File: config.mk
export PLATFORM = sky130hd
export DESIGN_NAME = branch_unit_bht_flat
export DESIGN_NICKNAME = d
export VERILOG_FILES = /design/src/rtl/branch_pkg.sv /design/src/rtl/branch_unit_bht_if.sv /design/src/rtl/branch_compare.sv /design/src/rtl/branch_unit_bht.sv /design/src/flat_wrapper.sv
export SDC_FILE = /design/constraint.sdc
export NUM_CORES = 1
export LEC_CHECK = 0
export BUFFER_PORTS_ARGS = -buffer_cell sky130_fd_sc_hd__clkbuf_2
export CELL_PAD_IN_SITES_DETAIL_PLACEMENT = 0
export CELL_PAD_IN_SITES_GLOBAL_PLACEMENT = 1
export CORE_MARGIN = 2
export CORE_UTILIZATION = 30
export DETAILED_ROUTE_END_ITERATION = 10
export PLACE_DENSITY_LB_ADDON = 0.25
export SLEW_MARGIN = 30
export SYNTH_ARGS = -nofsm -noshare
export SYNTH_HDL_FRONTEND = slang
export SYNTH_SLANG_ARGS = --single-unit
File: constraint.sdc
create_clock -name clk -period 5.3 [get_ports clk]
set_input_delay 0 -clock clk [delete_from_list [all_inputs] [get_ports clk]]
set_output_delay 0 -clock clk [all_outputs]
set_load 0.01 [all_outputs]
File: src/rtl/branch_pkg.sv
// Shared constants and helpers for the branch unit:
// funct3 codes, 2-bit predictor states, saturating steps.
package branch_pkg;

  localparam logic [2:0] F3_BEQ  = 3'b000;
  localparam logic [2:0] F3_BNE  = 3'b001;
  localparam logic [2:0] F3_BLT  = 3'b100;
  localparam logic [2:0] F3_BGE  = 3'b101;
  localparam logic [2:0] F3_BLTU = 3'b110;
  localparam logic [2:0] F3_BGEU = 3'b111;

  localparam logic [1:0] SNT = 2'b00;
  localparam logic [1:0] WNT = 2'b01;
  localparam logic [1:0] WT  = 2'b10;
  localparam logic [1:0] ST  = 2'b11;

  typedef struct packed {
    logic cond_true;
    logic reserved;
  } cmp_res_t;

  function automatic logic [1:0] sat_inc2(
    input logic [1:0] s
  );
    return (s == ST) ? ST : s + 2'd1;
  endfunction

  function automatic logic [1:0] sat_dec2(
    input logic [1:0] s
  );
    return (s == SNT) ? SNT : s - 2'd1;
  endfunction

endpackage

File: src/rtl/branch_unit_bht_if.sv
// Fetch-lookup and execute-resolve bundle of the branch unit.
// slave: the branch unit; master: the pipeline driving it.
interface branch_unit_bht_if #(
  parameter int XLEN  = 32,
  parameter int CNT_W = 32
);

  logic [XLEN-1:0]  fetch_pc_i;
  logic             pred_taken_o;
  logic             ex_valid_i;
  logic [XLEN-1:0]  ex_pc_i;
  logic             branch_i;
  logic             jump_i;
  logic [2:0]       func3_i;
  logic [XLEN-1:0]  rs1_i;
  logic [XLEN-1:0]  rs2_i;
  logic             ex_pred_taken_i;
  logic             taken_o;
  logic             mispredict_o;
  logic [CNT_W-1:0] branch_cnt_o;
  logic [CNT_W-1:0] mispred_cnt_o;

  modport slave (
    input  fetch_pc_i,
    input  ex_valid_i,
    input  ex_pc_i,
    input  branch_i,
    input  jump_i,
    input  func3_i,
    input  rs1_i,
    input  rs2_i,
    input  ex_pred_taken_i,
    output pred_taken_o,
    output taken_o,
    output mispredict_o,
    output branch_cnt_o,
    output mispred_cnt_o
  );

  modport master (
    output fetch_pc_i,
    output ex_valid_i,
    output ex_pc_i,
    output branch_i,
    output jump_i,
    output func3_i,
    output rs1_i,
    output rs2_i,
    output ex_pred_taken_i,
    input  pred_taken_o,
    input  taken_o,
    input  mispredict_o,
    input  branch_cnt_o,
    input  mispred_cnt_o
  );

endinterface

File: src/rtl/branch_compare.sv
// Combinational funct3 comparator on rs1/rs2.
// Ports: func3_i, rs1_i, rs2_i in; cond_true_o, reserved_o out.
module branch_compare
  import branch_pkg::*;
#(
  parameter int XLEN = 32
) (
  input  logic [2:0]      func3_i,
  input  logic [XLEN-1:0] rs1_i,
  input  logic [XLEN-1:0] rs2_i,
  output logic            cond_true_o,
  output logic            reserved_o
);

  logic eq;
  logic lt_s;
  logic lt_u;

  assign eq   = (rs1_i == rs2_i);
  assign lt_s = ($signed(rs1_i) < $signed(rs2_i));
  assign lt_u = (rs1_i < rs2_i);

  // Reserved codes resolve not-taken so nothing X leaks out.
  always_comb begin
    cond_true_o = 1'b0;
    reserved_o  = 1'b0;
    unique case (1'b1)
      (func3_i == F3_BEQ):  cond_true_o = eq;
      (func3_i == F3_BNE):  cond_true_o = ~eq;
      (func3_i == F3_BLT):  cond_true_o = lt_s;
      (func3_i == F3_BGE):  cond_true_o = ~lt_s;
      (func3_i == F3_BLTU): cond_true_o = lt_u;
      (func3_i == F3_BGEU): cond_true_o = ~lt_u;
      default:              reserved_o  = 1'b1;
    endcase
  end

endmodule

File: src/rtl/branch_unit_bht.sv
// Branch resolution with a 2-bit-counter BHT and perf counters.
// Ports: clk, reset (async, active-high), bus (slave side).
module branch_unit_bht
  import branch_pkg::*;
#(
  parameter int         XLEN        = 32,
  parameter int         BHT_ENTRIES = 64,
  parameter logic [1:0] INIT_STATE  = 2'b01,
  parameter int         CNT_W       = 32
) (
  input logic             clk,
  input logic             reset,
  branch_unit_bht_if.slave bus
);

  localparam int IDX_W = $clog2(BHT_ENTRIES);

  logic [1:0]       bht [BHT_ENTRIES];
  logic [IDX_W-1:0] f_idx;
  logic [IDX_W-1:0] e_idx;
  logic             cond_true;
  logic             reserved;
  logic             is_br;
  logic             taken;
  logic             mispredict;
  logic             upd;
  logic [CNT_W-1:0] br_cnt;
  logic [CNT_W-1:0] mp_cnt;
  logic             unused_pc_bits;

  assign f_idx = bus.fetch_pc_i[IDX_W+1:2];
  assign e_idx = bus.ex_pc_i[IDX_W+1:2];

  assign unused_pc_bits = ^{
    bus.fetch_pc_i[XLEN-1:IDX_W+2],
    bus.fetch_pc_i[1:0],
    bus.ex_pc_i[XLEN-1:IDX_W+2],
    bus.ex_pc_i[1:0]
  };

  // Lookup reads the registered array: no bypass from
  // a same-cycle update.
  assign bus.pred_taken_o = bht[f_idx][1];

  branch_compare #(
    .XLEN (XLEN)
  ) u_cmp (
    .func3_i     (bus.func3_i),
    .rs1_i       (bus.rs1_i),
    .rs2_i       (bus.rs2_i),
    .cond_true_o (cond_true),
    .reserved_o  (reserved)
  );

  // Jump wins over branch when both are flagged.
  always_comb begin
    is_br      = 1'b0;
    taken      = 1'b0;
    mispredict = 1'b0;
    upd        = 1'b0;
    if (bus.ex_valid_i) begin
      is_br = bus.branch_i & ~bus.jump_i;
      taken = bus.jump_i | (bus.branch_i & cond_true);
      mispredict = is_br & (taken ^ bus.ex_pred_taken_i);
      upd = is_br & ~reserved;
    end
  end

  assign bus.taken_o      = taken;
  assign bus.mispredict_o = mispredict;

  always_ff @(posedge clk or posedge reset) begin
    if (reset) begin
      for (int i = 0; i < BHT_ENTRIES; i++) begin
        bht[i] <= INIT_STATE;
      end
    end else if (upd) begin
      bht[e_idx] <= taken ? sat_inc2(bht[e_idx])
                          : sat_dec2(bht[e_idx]);
    end
  end

  always_ff @(posedge clk or posedge reset) begin
    if (reset) begin
      br_cnt <= '0;
      mp_cnt <= '0;
    end else if (upd) begin
      if (br_cnt != '1) br_cnt <= br_cnt + CNT_W'(1);
      if (mispredict && mp_cnt != '1)
        mp_cnt <= mp_cnt + CNT_W'(1);
    end
  end

  assign bus.branch_cnt_o  = br_cnt;
  assign bus.mispred_cnt_o = mp_cnt;

endmodule

File: src/flat_wrapper.sv
// flat-port wrapper written by rule: the top's interface ports become plain ports
module branch_unit_bht_flat import branch_pkg::*;
#(
  parameter int         XLEN        = 32,
  parameter int         BHT_ENTRIES = 64,
  parameter logic [1:0] INIT_STATE  = 2'b01,
  parameter int         CNT_W       = 32
)
  (clk, reset, bus_fetch_pc_i, bus_ex_valid_i, bus_ex_pc_i, bus_branch_i, bus_jump_i, bus_func3_i, bus_rs1_i, bus_rs2_i, bus_ex_pred_taken_i, bus_pred_taken_o, bus_taken_o, bus_mispredict_o, bus_branch_cnt_o, bus_mispred_cnt_o);
  branch_unit_bht_if #(.XLEN(XLEN), .CNT_W(CNT_W)) bus_i ();
  input logic clk;
  input logic reset;
  input wire logic [$bits(bus_i.fetch_pc_i)-1:0] bus_fetch_pc_i;
  input wire logic [$bits(bus_i.ex_valid_i)-1:0] bus_ex_valid_i;
  input wire logic [$bits(bus_i.ex_pc_i)-1:0] bus_ex_pc_i;
  input wire logic [$bits(bus_i.branch_i)-1:0] bus_branch_i;
  input wire logic [$bits(bus_i.jump_i)-1:0] bus_jump_i;
  input wire logic [$bits(bus_i.func3_i)-1:0] bus_func3_i;
  input wire logic [$bits(bus_i.rs1_i)-1:0] bus_rs1_i;
  input wire logic [$bits(bus_i.rs2_i)-1:0] bus_rs2_i;
  input wire logic [$bits(bus_i.ex_pred_taken_i)-1:0] bus_ex_pred_taken_i;
  output wire logic [$bits(bus_i.pred_taken_o)-1:0] bus_pred_taken_o;
  output wire logic [$bits(bus_i.taken_o)-1:0] bus_taken_o;
  output wire logic [$bits(bus_i.mispredict_o)-1:0] bus_mispredict_o;
  output wire logic [$bits(bus_i.branch_cnt_o)-1:0] bus_branch_cnt_o;
  output wire logic [$bits(bus_i.mispred_cnt_o)-1:0] bus_mispred_cnt_o;
  assign bus_i.fetch_pc_i = bus_fetch_pc_i;
  assign bus_i.ex_valid_i = bus_ex_valid_i;
  assign bus_i.ex_pc_i = bus_ex_pc_i;
  assign bus_i.branch_i = bus_branch_i;
  assign bus_i.jump_i = bus_jump_i;
  assign bus_i.func3_i = bus_func3_i;
  assign bus_i.rs1_i = bus_rs1_i;
  assign bus_i.rs2_i = bus_rs2_i;
  assign bus_i.ex_pred_taken_i = bus_ex_pred_taken_i;
  assign bus_pred_taken_o = bus_i.pred_taken_o;
  assign bus_taken_o = bus_i.taken_o;
  assign bus_mispredict_o = bus_i.mispredict_o;
  assign bus_branch_cnt_o = bus_i.branch_cnt_o;
  assign bus_mispred_cnt_o = bus_i.mispred_cnt_o;
  branch_unit_bht #(.XLEN(XLEN), .BHT_ENTRIES(BHT_ENTRIES), .INIT_STATE(INIT_STATE), .CNT_W(CNT_W)) u_core (.clk(clk), .reset(reset), .bus(bus_i));
endmodule
Word level (Yosys, flattened, before mapping)
Cells that the tools add are included.
{ "word_totals": {"regBits": 192, "latch_bits": 0, "ramBits": 0, "romBits": 0, "output_inout_bits": 67, "wordCells": 119, "n_memories": 0} }
{ "classes": {"n_addsub": 4, "n_mul": 0, "div": 0, "order_cmp": 5, "eq_ne": 9, "shift": 0, "muxes": 16, "bitwise_logic": 12, "reduce_logical": 7} }
{ "op_table": {"columns": ["operator", "count"], "rows": [
  ["$bwmux W128", 1],
  ["$add A32 B1 Y32 const B", 2],
  ["$lt A32 B32 Y1", 2],
  ["$ne A32 B32 Y1 const B", 2],
  ["$eq A32 B32 Y1", 1],
  ["$bmux W2 S6", 2],
  ["$mux W2", 8],
  ["$ge A7 B7 Y1 const B", 2],
  ["$not A6 Y7", 2],
  ["$demux W2 S6", 1],
  ["$eq A3 B3 Y1 const B", 4],
  ["$lt A7 B1 Y1 const B", 1],
  ["$pmux W1 S6", 1],
  ["$reduce_or A6 Y1", 1],
  ["$and A1 B1 Y1", 4],
  ["$not A1 Y1", 4],
  ["$reduce_and A2 Y1", 2],
  ["$eq A3 B1 Y1 const B", 1],
  ["$logic_not A3 Y1", 1],
  ["$mux W1", 3],
  ["$add A2 B1 Y2 const B", 1],
  ["$eq A2 B2 Y1 const B", 1],
  ["$logic_and A1 B1 Y1", 2],
  ["$logic_not A2 Y1", 1],
  ["other kinds (3)", 3]
]} }

Logic depth before layout (Yosys ltp)
Gate-level depths: netlist of run 1.
{ "depth": {"word_depth": 10, "ltp_mapped": 13} }

Modules after synthesis
From an unflattened synthesis of run 1, not the netlist that was laid out.
{ "hier_totals": {"cells_unflattened": 1016, "hier_area_um2": 10540.1} }
{ "by_module_without_submodules": {"columns": ["mod", "n_inst", "cells_per_inst", "area_each_um2", "seq_area_each_um2"], "rows": [
  ["branch_unit_bht", 1, 895, 9669.3, 4884.7],
  ["branch_compare", 1, 121, 870.8, 0.0]
]} }

Least setup slack after synthesis of run 1
Ideal clock, no wire load.
{ "synth_path": {"path_type": "flip-flop to flip-flop", "startpoint": "register u_core.mp_cnt[2], in the netlist u_core.bus.mispred_cnt_o[2]", "endpoint": "register u_core.mp_cnt[16], in the netlist u_core.bus.mispred_cnt_o[16]", "setup_ns": 0.140, "t_arrival_ns": 2.530, "setup_slack_ns": 2.631, "stages_incl_launch_ff": 11, "n_path_buf": 1, "synth_period_minus_slack_ns": 2.669, "path_cell_list": "dfrtp_1 and4_1 and3_1 and3_1 and4_1 nand3_1 or2_2 o21ai_2 buf_2 nor4b_1 xor2_1"} }
{ "synth_between": {"elab_chain_len": 3} }
{ "synth_rtl": {"columns": ["item", "line", "source"], "rows": [
  ["start: declaration", "branch_unit_bht.sv:28", "logic [CNT_W-1:0] mp_cnt;"],
  ["start signal: assignment", "branch_unit_bht.sv:90", "mp_cnt <= mp_cnt + CNT_W'(1);"],
  ["parallel branches: the longest is 3 deep, another holds $add A32 B1 Y32", null, null]
]} }
Parallel ways; which one is timed is not known.
A chain may end at the register's enable or synchronous reset.

Worst setup path after layout of run 1
{ "layout_path": {"startpoint": "input port bus_ex_pc_i[2]", "endpoint": "register u_core.bht[113] (netlist name)"} }
{ "layout_between": {"elab_chain_len": 8} }
{ "layout_rtl": {"columns": ["item", "line", "source"], "rows": [
  ["start: declaration", "flat_wrapper.sv:15", "input wire logic [$bits(bus_i.ex_pc_i)-1:0] bus_ex_pc_i;"],
  ["$not A6 Y7 *", "branch_unit_bht.sv:78, branch_unit_bht.sv:79", null],
  ["$bmux W2 S6", "branch_unit_bht.sv:78, branch_unit_bht.sv:79", null],
  ["$mux W2 (not written as such) (2 in a row)", "branch_unit_bht.sv:78, branch_unit_bht.sv:79", null],
  ["$sub A2 B1 Y2 (tied with other cells)", "branch_pkg.sv:31", "return (s == SNT) ? SNT : s - 2'd1;"],
  ["$mux W2, on equally long branches", "branch_pkg.sv:31, branch_pkg.sv:25", null],
  ["$mux W2", "branch_unit_bht.sv:78", "bht[e_idx] <= taken ? sat_inc2(bht[e_idx])"],
  ["$bwmux W128 *", "branch_unit_bht.sv:78", null],
  ["end signal: indexed assignment", "branch_unit_bht.sv:78", null],
  ["end: declaration", "branch_unit_bht.sv:18", "logic [1:0] bht [BHT_ENTRIES];"]
]} }
Mark *: on every way between the ends. The rest lies on a longest branch, timed or not. The select of a mux whose other input is x is not followed.

==> flow_summary.ini, run 1 <==
[floorplanning]
chipHeight_um = 191
fp.dieArea_um2 = 36600
start_util_pct = 30.5
ios = 204
fp-row-count = 68
die_w_um = 191
fp.coreArea_um2 = 34500

[synth]
synth_fa_ha_area_share_pct = 4.04
synthesis.area_um2 = 10500
synth_compound_area_share_pct = 12.7
syn_nets = 1251
synth_top_family_by_area = simple AND/OR/NAND/NOR gates
synth_enable_flop_cells = 0
yosysWarningCount = 0
synth_area_per_cell_um2 = 9.75
syn_inst = 1080
yosysSeqAreaShare_pct = 46.4
synth_cell_types = 67
synth-async-reset-ratio_pct = 100
synth-simple-area-share_pct = 20.0
synth_seq_cells = 192
synthMuxAreaShare_pct = 7.84
synth_ff_type = dfrtp_1
yosys.area_share.xor_xnor_pct = 5.39

[placement]
dp_hpwl_um = 20900
place.gp.congestion = 0.783
io_buffer_count = 151
placedCellCount = 1646

[sta]
setup_viol = 0
final.min_clock_period_ns = 3.35
worst_slew_pin_slew_ns = 1.00
fmax_mhz = 298
timing.hold.ws_ns = 0.203
fin_skew_ns = 0.00924
rsz0062_at_grt = no
maxSlewHeadroom_pct = 33.2
finalHoldViolCount = 0
drv_slew = 0
tns_ns = 0
timing.final.crit_share_pct = 63.3

[cells_and_area]
regArea_um2 = 4880
layout.cells.non_filler = 1679
mostFrequentLayoutCells = 215 x nor2_1, 151 x clkbuf_2, 148 x a21oi_1
area_growth_syn_to_layout_pct = 17.4
multi_input_area_um2 = 5300
n_antenna_cell = 0
nFillCells = 3617
drive_above_1_share_pct = 26.2
layout_commonest_cell = nor2_1
nets = 1382

[grt]
antenna_found_initial = 0
grt_pass1_vias = 8398
grt_pass1_wl_um = 48600
grt_max_degree = 148
grt_overflow = 0
grt_usage_pct = 17.3

[detailed_routing]
wl_per_cell_um = 18.3
vias = 8497
drc_errors = 0
drt_first_pass_iters = 5
vias_per_cell = 5.06
drt_wl_total_um = 30700
antenna_left = 0
drt-initial-drc-count = 516

[power_and_ir_drop]
vdd_drop_max_mv = 0.227
p_sw_mw = 1.07
p_comb_share_pct = 15.1
fin_total_pwr_mw = 3.58
power_density_nw_per_um2 = 290
power_leakage_nw = 5.63
seqPwrFrac_pct = 46.6
switching_share_pct = 30.0
p_int_mw = 2.51
clkPwrFrac_pct = 38.3

[clocking]
cts_max_path_buffers = 2
cts-root-buf = clkbuf_16
path_clk_slew_ns = 0.07
ctsResizeCount = 0
cts_setup_buffers = 0
ctsHoldBuffers = 1
cts_max_level = 4
insertion_delay_ns = 0.45
cts_inserted_buffers = 17
cts_tree = done
clock_sinks = 192

[run_status]
status = completed

[worst_setup_path]
cp-start-kind = input port
required_ns = 5.59
cp_cell_sequence = clkbuf_2, buf_4, mux4_2, mux2i_1, o221ai_1, o31ai_1, o311ai_1, o211a_1, a21oi_4, buf_4, a21oi_1
crit_slowest_cell = buf_4
crit_top_cell = buf_4
worstSetupPathType = in2reg
cp.arrival_ns = 3.65
crit_path_end_kind = flip-flop
worstPathMaxFanout = 64
slowest_delay_ns = 0.62
rrSetupSlack_ns = 2.11

[min_path]
hp-class = in2reg

[flow_run]
drv_cap = 0
-- cell type report --
cell class | count | share of cell area (%)
well taps | 455 | 4.60
repair buffers | 161 | 6.74
flip-flops and latches | 192 | 39.5
clock inverters | 15 | 1.54
multi-input cells | 798 | 42.8
inverters | 41 | 1.35
clock buffers | 17 | 3.44
-- state kept, by name, indices dropped and copies added (netlist names) --
name                      count
u_core.bus.branch_cnt_o      32
u_core.bht                  128
u_core.bus.mispred_cnt_o     32
-- final timing paths --
| path | from | endpoint | cells after the start |
|---|---|---|---|
| max | bus_ex_pc_i[2] | u_core.bht[113]$_DFFE_PP0P_ | 11 |
| min | bus_func3_i[1] | u_core.bus.branch_cnt_o[24]$_DFFE_PP0P_ | 4 |
| max reg2reg | u_core.bus.mispred_cnt_o[2]$_DFFE_PP0P_ | u_core.bus.mispred_cnt_o[1]$_DFFE_PP0P_ | 10 |
| min reg2reg | u_core.bus.mispred_cnt_o[7]$_DFFE_PP0P_ | u_core.bus.mispred_cnt_o[7]$_DFFE_PP0P_ | 1 |
| max in group asynchronous | reset | u_core.bht[29]$_DFFE_PP0P_ | 4 |
| min in group asynchronous | reset | u_core.bus.branch_cnt_o[27]$_DFFE_PP0P_ | 3 |
-- cell families (layout without fill, tap and decap cells) --
group / count (synthesis) / count (layout)
XOR/XNOR: 64 / 64
buffers and inverters: 90 / 234
adder cells (fa/ha/maj): 34 / 34
AND/OR/NAND/NOR: 432 / 432
flip-flops: 192 / 192
multiplexers: 45 / 45
AO/OA/AOI/OAI: 223 / 223
-- cell usage after synthesis, types with 15 or more instances --
| library cell | number | area (µm²) |
|---|---|---|
| nor2_1 | 215 | 807 |
| a21oi_1 | 148 | 741 |
| dfrtp_1 | 128 | 3200 |
| dfstp_2 | 64 | 1680 |
| nand2_1 | 58 | 218 |
| nand3_1 | 42 | 210 |
| inv_1 | 41 | 154 |
| xor2_1 | 39 | 342 |
| ha_1 | 34 | 425 |
| mux4_2 | 29 | 653 |
| buf_2 | 27 | 135 |
| xnor2_1 | 24 | 210 |
| nor3_1 | 22 | 110 |
| nand4_1 | 19 | 119 |
| a22oi_1 | 15 | 113 |
-- per-layer routing --
metal  global-route usage, %  up-vias  wire length (µm)
met1                    24.3     4141             14300
met3                    3.78       34              1670
met4                    4.59        0               479
met2                    27.0      205             14300
li1                        -     4117                 -
met5                       0        -                 0
-- worst max-delay path, delay by kind of cell --
family / cells / cell delay, ns
AOI/OAI and AO/OA: 6 / 1.21
buffers and inverters: 3 / 1.59
muxes: 2 / 0.78
-- power by group through the flow --
| stage | combinational [mW] | clock (mW) | sequential, mW |
|---|---|---|---|
| floorplan | 0.347 | 0 | 1.68 |
| global placement | 0.541 | 0 | 1.70 |
| detailed placement | 0.546 | 0 | 1.70 |
| CTS | 0.548 | 1.42 | 1.67 |
| global route | 0.602 | 1.47 | 1.69 |
| finish | 0.540 | 1.37 | 1.67 |
-- through the flow --
stage / utilization, % / cell area [µm²] / worst slack, ns
after floorplan: - / 10500 / 0.179
after global routing: 35.8 / 12400 / 1.67
after detailed placement: 34.0 / 11700 / 1.47
after global placement: 34.0 / 11700 / 1.55
after CTS: 35.8 / 12400 / 1.95
final: 35.8 / 12400 / 1.95
No activity file was read; power rests on OpenSTA's default activity.
==> run 2: changes to the inputs <==
==> constraint.sdc (replaced) <==
create_clock -name clk -period 3.4 [get_ports clk]
set_input_delay 0 -clock clk [delete_from_list [all_inputs] [get_ports clk]]
set_output_delay 0 -clock clk [all_outputs]
set_load 0.01 [all_outputs]
==> flow_summary.ini, run 2 (synthesis results as in run 1) <==
[run_status]
status = completed

[cells_and_area]
largest-register = u_core.bht
utilization_pct = 36.4
nets = 1400
area_growth_syn_to_layout_pct = 19.2
mostFrequentLayoutCells = 215 x nor2_1, 151 x clkbuf_2, 148 x a21oi_1
layout.cells.non_filler = 1697
layout_commonest_cell = nor2_1
largest_reg_flops = 128
drive_above_1_share_pct = 27.2
n_antenna_cell = 0

[clocking]
insertion_delay_ns = 0.45
ctsResizeCount = 0
ctsHoldBuffers = 1
clock_sinks = 192
cts_max_path_buffers = 2
path_clk_slew_ns = 0.08
cts_tree = done
cts-root-buf = clkbuf_16
cts_inserted_buffers = 17
cts_max_level = 4
cts_setup_buffers = 0

[grt]
grt_overflow = 0
grt_pass1_wl_um = 50100
grt_max_degree = 88
antenna_found_initial = 0
grt_pass1_vias = 8771
grt_usage_pct = 17.7

[floorplanning]
start_util_pct = 30.5
die_w_um = 191
fp-row-count = 68
fp.coreArea_um2 = 34500
fp.dieArea_um2 = 36600
chipHeight_um = 191
ios = 204

[power_and_ir_drop]
p_int_mw = 3.87
seqPwrFrac_pct = 47.2
switching_share_pct = 30.1
vdd_drop_max_mv = 0.314
clkPwrFrac_pct = 36.8
fin_total_pwr_mw = 5.53
power_leakage_nw = 5.72
p_comb_share_pct = 16.0
p_sw_mw = 1.66
power_density_nw_per_um2 = 440

[worst_setup_path]
cp.arrival_ns = 3.24
worstRegToRegCells = 10
worstPathMaxFanout = 31
crit_path_end_kind = flip-flop
cp-start-kind = flip-flop
required_ns = 3.74
worstSetupPathType = reg2reg

[sta]
worst_slew_pin_slew_ns = 0.772
maxSlewHeadroom_pct = 48.5
timing.final.crit_share_pct = 85.2
timing.hold.ws_ns = 0.0956
setup_viol = 0
fin_skew_ns = 0.0102
finalHoldViolCount = 0
drv_slew = 0
fmax_mhz = 345
final.min_clock_period_ns = 2.90
rsz0062_at_grt = no
tns_ns = 0

[min_path]
hp-class = in2reg
hold_depth = 4

[detailed_routing]
drt_first_pass_iters = 5
vias_per_cell = 5.10
drt-initial-drc-count = 449
antenna_left = 0
vias = 8649
wl_per_cell_um = 18.4
drc_errors = 0
drt_wl_total_um = 31200

[placement]
placedCellCount = 1664
io_buffer_count = 151
dp_hpwl_um = 21800
place.gp.congestion = 0.815

[flow_run]
drv_cap = 0
## run 2: layout make-up
| type | count | area (µm²) |
|---|---|---|
| Sequential cell | 192 | 4880 |
| Clock buffer | 18 | 429 |
| Multi-Input combinational cell | 798 | 5300 |
| Inverter | 41 | 158 |
| Tap cell | 455 | 569 |
| Timing Repair Buffer | 179 | 1070 |
| Clock inverter | 14 | 151 |
| Fill cell | 3600 | 22000 |
## run 2: per-layer routing
metal / vias up / track usage, % / share of wire [%] / wire length, µm
met1: 4227 / 23.9 / 45 / 14100
met2: 233 / 28.3 / 47 / 14600
met5: - / 0 / 0 / 0
li1: 4143 / - / - / -
met4: 0 / 5.44 / 2.2 / 692
met3: 46 / 4.02 / 5.7 / 1780
## run 2: power groups by stage
stage	registers (mW)	clock network, mW	logic (mW)
2_1_floorplan	2.63	0	0.541
6_report	2.61	2.03	0.885
3_5_place_dp	2.65	0	0.896
3_3_place_gp	2.65	0	0.887
5_1_grt	2.63	2.18	0.989
4_1_cts	2.61	2.09	0.899
## run 2: worst paths after layout
path / from / to / slack [ns]
setup / recovery: u_core.bus.mispred_cnt_o[2]$_DFFE_PP0P_ / u_core.bus.mispred_cnt_o[1]$_DFFE_PP0P_ / 0.50
max in group asynchronous: reset / u_core.bus.branch_cnt_o[20]$_DFFE_PP0P_ / 2.26
min in group asynchronous: reset / u_core.bht[91]$_DFFE_PP0P_ / 0.22
setup reg to reg: u_core.bus.mispred_cnt_o[2]$_DFFE_PP0P_ / u_core.bus.mispred_cnt_o[1]$_DFFE_PP0P_ / 0.50
hold / removal: bus_ex_pred_taken_i / u_core.bus.mispred_cnt_o[9]$_DFFE_PP0P_ / 0.1
hold reg to reg: u_core.bus.mispred_cnt_o[5]$_DFFE_PP0P_ / u_core.bus.mispred_cnt_o[5]$_DFFE_PP0P_ / 0.49
## run 2: critical path, cell delays in order, from the launching register on
cell and delay (ns):
dfrtp_1 0.48, and4_1 0.26, and3_1 0.21, and3_1 0.22
and4_1 0.27, nand3_1 0.13, or2_2 0.36, o21ai_2 0.21
buf_12 0.24, nor2_1 0.09, mux2_2 0.29
## run 2: through the flow
step	area, µm²	worst slack [ns]
after floorplan	10500	0.731
after global placement	12000	0.291
after global routing	12600	0.324
final	12600	0.503
after detailed placement	12000	0.300
after CTS	12600	0.484
==> run 3: changes to the inputs <==
==> constraint.sdc (replaced) <==
create_clock -name clk -period 3.4 [get_ports clk]
set_input_delay 0 -clock clk [delete_from_list [all_inputs] [get_ports clk]]
set_output_delay 0 -clock clk [all_outputs]
set_load 0.1 [all_outputs]
==> flow_summary.ini, run 3 (synthesis results as in run 1) <==
[worst_setup_path]
crit_path_end_kind = flip-flop
cp_cell_sequence = mux4_2, mux2i_1, o221ai_1, o31ai_1, o311ai_1, o211a_1, a21oi_4, buf_12, a21oi_1
slowest_delay_ns = 0.53
worstSetupPathType = reg2reg
cp_top_family = compound AO/OA/AOI/OAI gates
rrSetupSlack_ns = 0.34
worstPathMaxFanout = 27
crit_buf_inv = 1
cp-start-kind = flip-flop
cp.arrival_ns = 3.38
crit_slowest_cell = a21oi_4
required_ns = 3.72

[sta]
setup_ws_ns = 0.337
rsz0062_at_grt = no
finalHoldViolCount = 0
setup_viol = 0
worst_slew_pin_slew_ns = 0.881
maxSlewHeadroom_pct = 41.3
tns_ns = 0
final.min_clock_period_ns = 3.06
fin_skew_ns = 0.0126
fmax_mhz = 326
timing.final.crit_share_pct = 90.1
drv_slew = 0

[detailed_routing]
wl_per_cell_um = 18.4
drt_first_pass_iters = 5
drt-initial-drc-count = 380
antenna_left = 0
vias_per_cell = 5.03
drc_errors = 0
vias = 8618
drt_wl_total_um = 31500

[floorplanning]
fp-row-count = 68
fp.dieArea_um2 = 36600
die_w_um = 191
fp.coreArea_um2 = 34500
ios = 204
start_util_pct = 30.5
chipHeight_um = 191

[clocking]
ctsResizeCount = 0
cts_max_level = 4
insertion_delay_ns = 0.45
cts_max_path_buffers = 2
cts_inserted_buffers = 17
cts-root-buf = clkbuf_16
clock_sinks = 192
path_clk_slew_ns = 0.08
cts_tree = done

[placement]
io_buffer_count = 151
place.gp.congestion = 0.801
dp_hpwl_um = 22800
pre_cts_slack_ns = 0.175

[cells_and_area]
largest_reg_flops = 128
nets = 1415
drive_above_1_share_pct = 28.1
n_antenna_cell = 0
area_growth_syn_to_layout_pct = 20.3
mostFrequentLayoutCells = 215 x nor2_1, 151 x clkbuf_2, 148 x a21oi_1
utilization_pct = 36.7
largest-register = u_core.bht
layout_commonest_cell = nor2_1

[grt]
grt_pass1_wl_um = 50100
grt_usage_pct = 17.8
grt_overflow = 0
grt_pass1_vias = 8748
antenna_found_initial = 1
grt_max_degree = 65

[run_status]
status = completed

[min_path]
hp-class = in2reg

[flow_run]
drv_cap = 0

[power_and_ir_drop]
power_density_nw_per_um2 = 459
power_leakage_nw = 5.80
vdd_drop_max_mv = 0.375
-- run 3: cell types whose count changed in the layout (fill, tap and decap cells not counted) --
| cell | delta |
|---|---|
| bufinv_16 | -1 |
| clkinv_1 | +1 |
| clkinv_4 | -3 |
| dfrtp_1 | -1 |
| inv_8 | -1 |
| buf_12 | +2 |
| inv_6 | +4 |
| clkinv_2 | +1 |
| dfrtp_2 | +1 |
| buf_4 | +13 |
| clkinvlp_4 | -1 |
-- run 3: where the power goes --
| group | internal (mW) | total, mW | switching, mW |
|---|---|---|---|
| clock | 0.965 | 1.96 | 0.993 |
| sequential | 2.47 | 2.62 | 0.146 |
| combinational | 0.373 | 1.23 | 0.860 |
-- run 3: layer usage --
metal  part of all wire (%)  up-vias  GRT usage, %
li1                       -     4172             -
met1                     47     4205          24.7
met2                     46      203          28.4
met3                    4.7       36          3.38
met4                    2.0        2          4.97
met5                  0.051        -             0
-- run 3: path summary, 6_finish.rpt --
kind	startpoint	to	cells after the start
setup / recovery	u_core.bht[105]$_DFFE_PP0P_	u_core.bht[35]$_DFFE_PP0P_	9
hold / removal	bus_ex_pred_taken_i	u_core.bus.mispred_cnt_o[9]$_DFFE_PP0P_	4
setup reg to reg	u_core.bht[105]$_DFFE_PP0P_	u_core.bht[35]$_DFFE_PP0P_	9
hold reg to reg	u_core.bus.mispred_cnt_o[13]$_DFFE_PP0P_	u_core.bus.mispred_cnt_o[13]$_DFFE_PP0P_	1
max in group asynchronous	reset	u_core.bht[46]$_DFFE_PP1P_	4
min in group asynchronous	reset	u_core.bht[77]$_DFFE_PP0P_	3
-- run 3: area by class of cell --
class	instances	area, µm²
Fill cell	3582	21900
Sequential cell	192	4890
Timing Repair Buffer	194	1210
Clock buffer	18	429
Multi-Input combinational cell	798	5300
Tap cell	455	569
Inverter	41	158
Clock inverter	14	120
-- run 3: worst register-to-register path, cell delays in order (launching register included) --
cell      delay, ns
dfrtp_1        0.41
mux4_2         0.48
mux2i_1        0.24
o221ai_1       0.14
o31ai_1        0.15
o311ai_1       0.29
o211a_1        0.32
a21oi_4        0.53
buf_12         0.26
a21oi_1        0.11
-- run 3: what timing repair did --
item	CTS	global route
buffers inserted	0	0
hold buffers	1	0
hold endpoints to repair	15	0
-- run 3: per-stage QoR --
stage	instance area [µm²]	hold WS (ns)	instances	power [mW]
after floorplan	10500	0.306	1080	3.49
after global placement	12100	0.197	1679	3.88
after detailed placement	12100	0.200	1679	3.90
after CTS	12700	0.0619	1712	5.88
after global routing	12700	0.0778	1712	6.09
final	12700	0.0664	1712	5.81
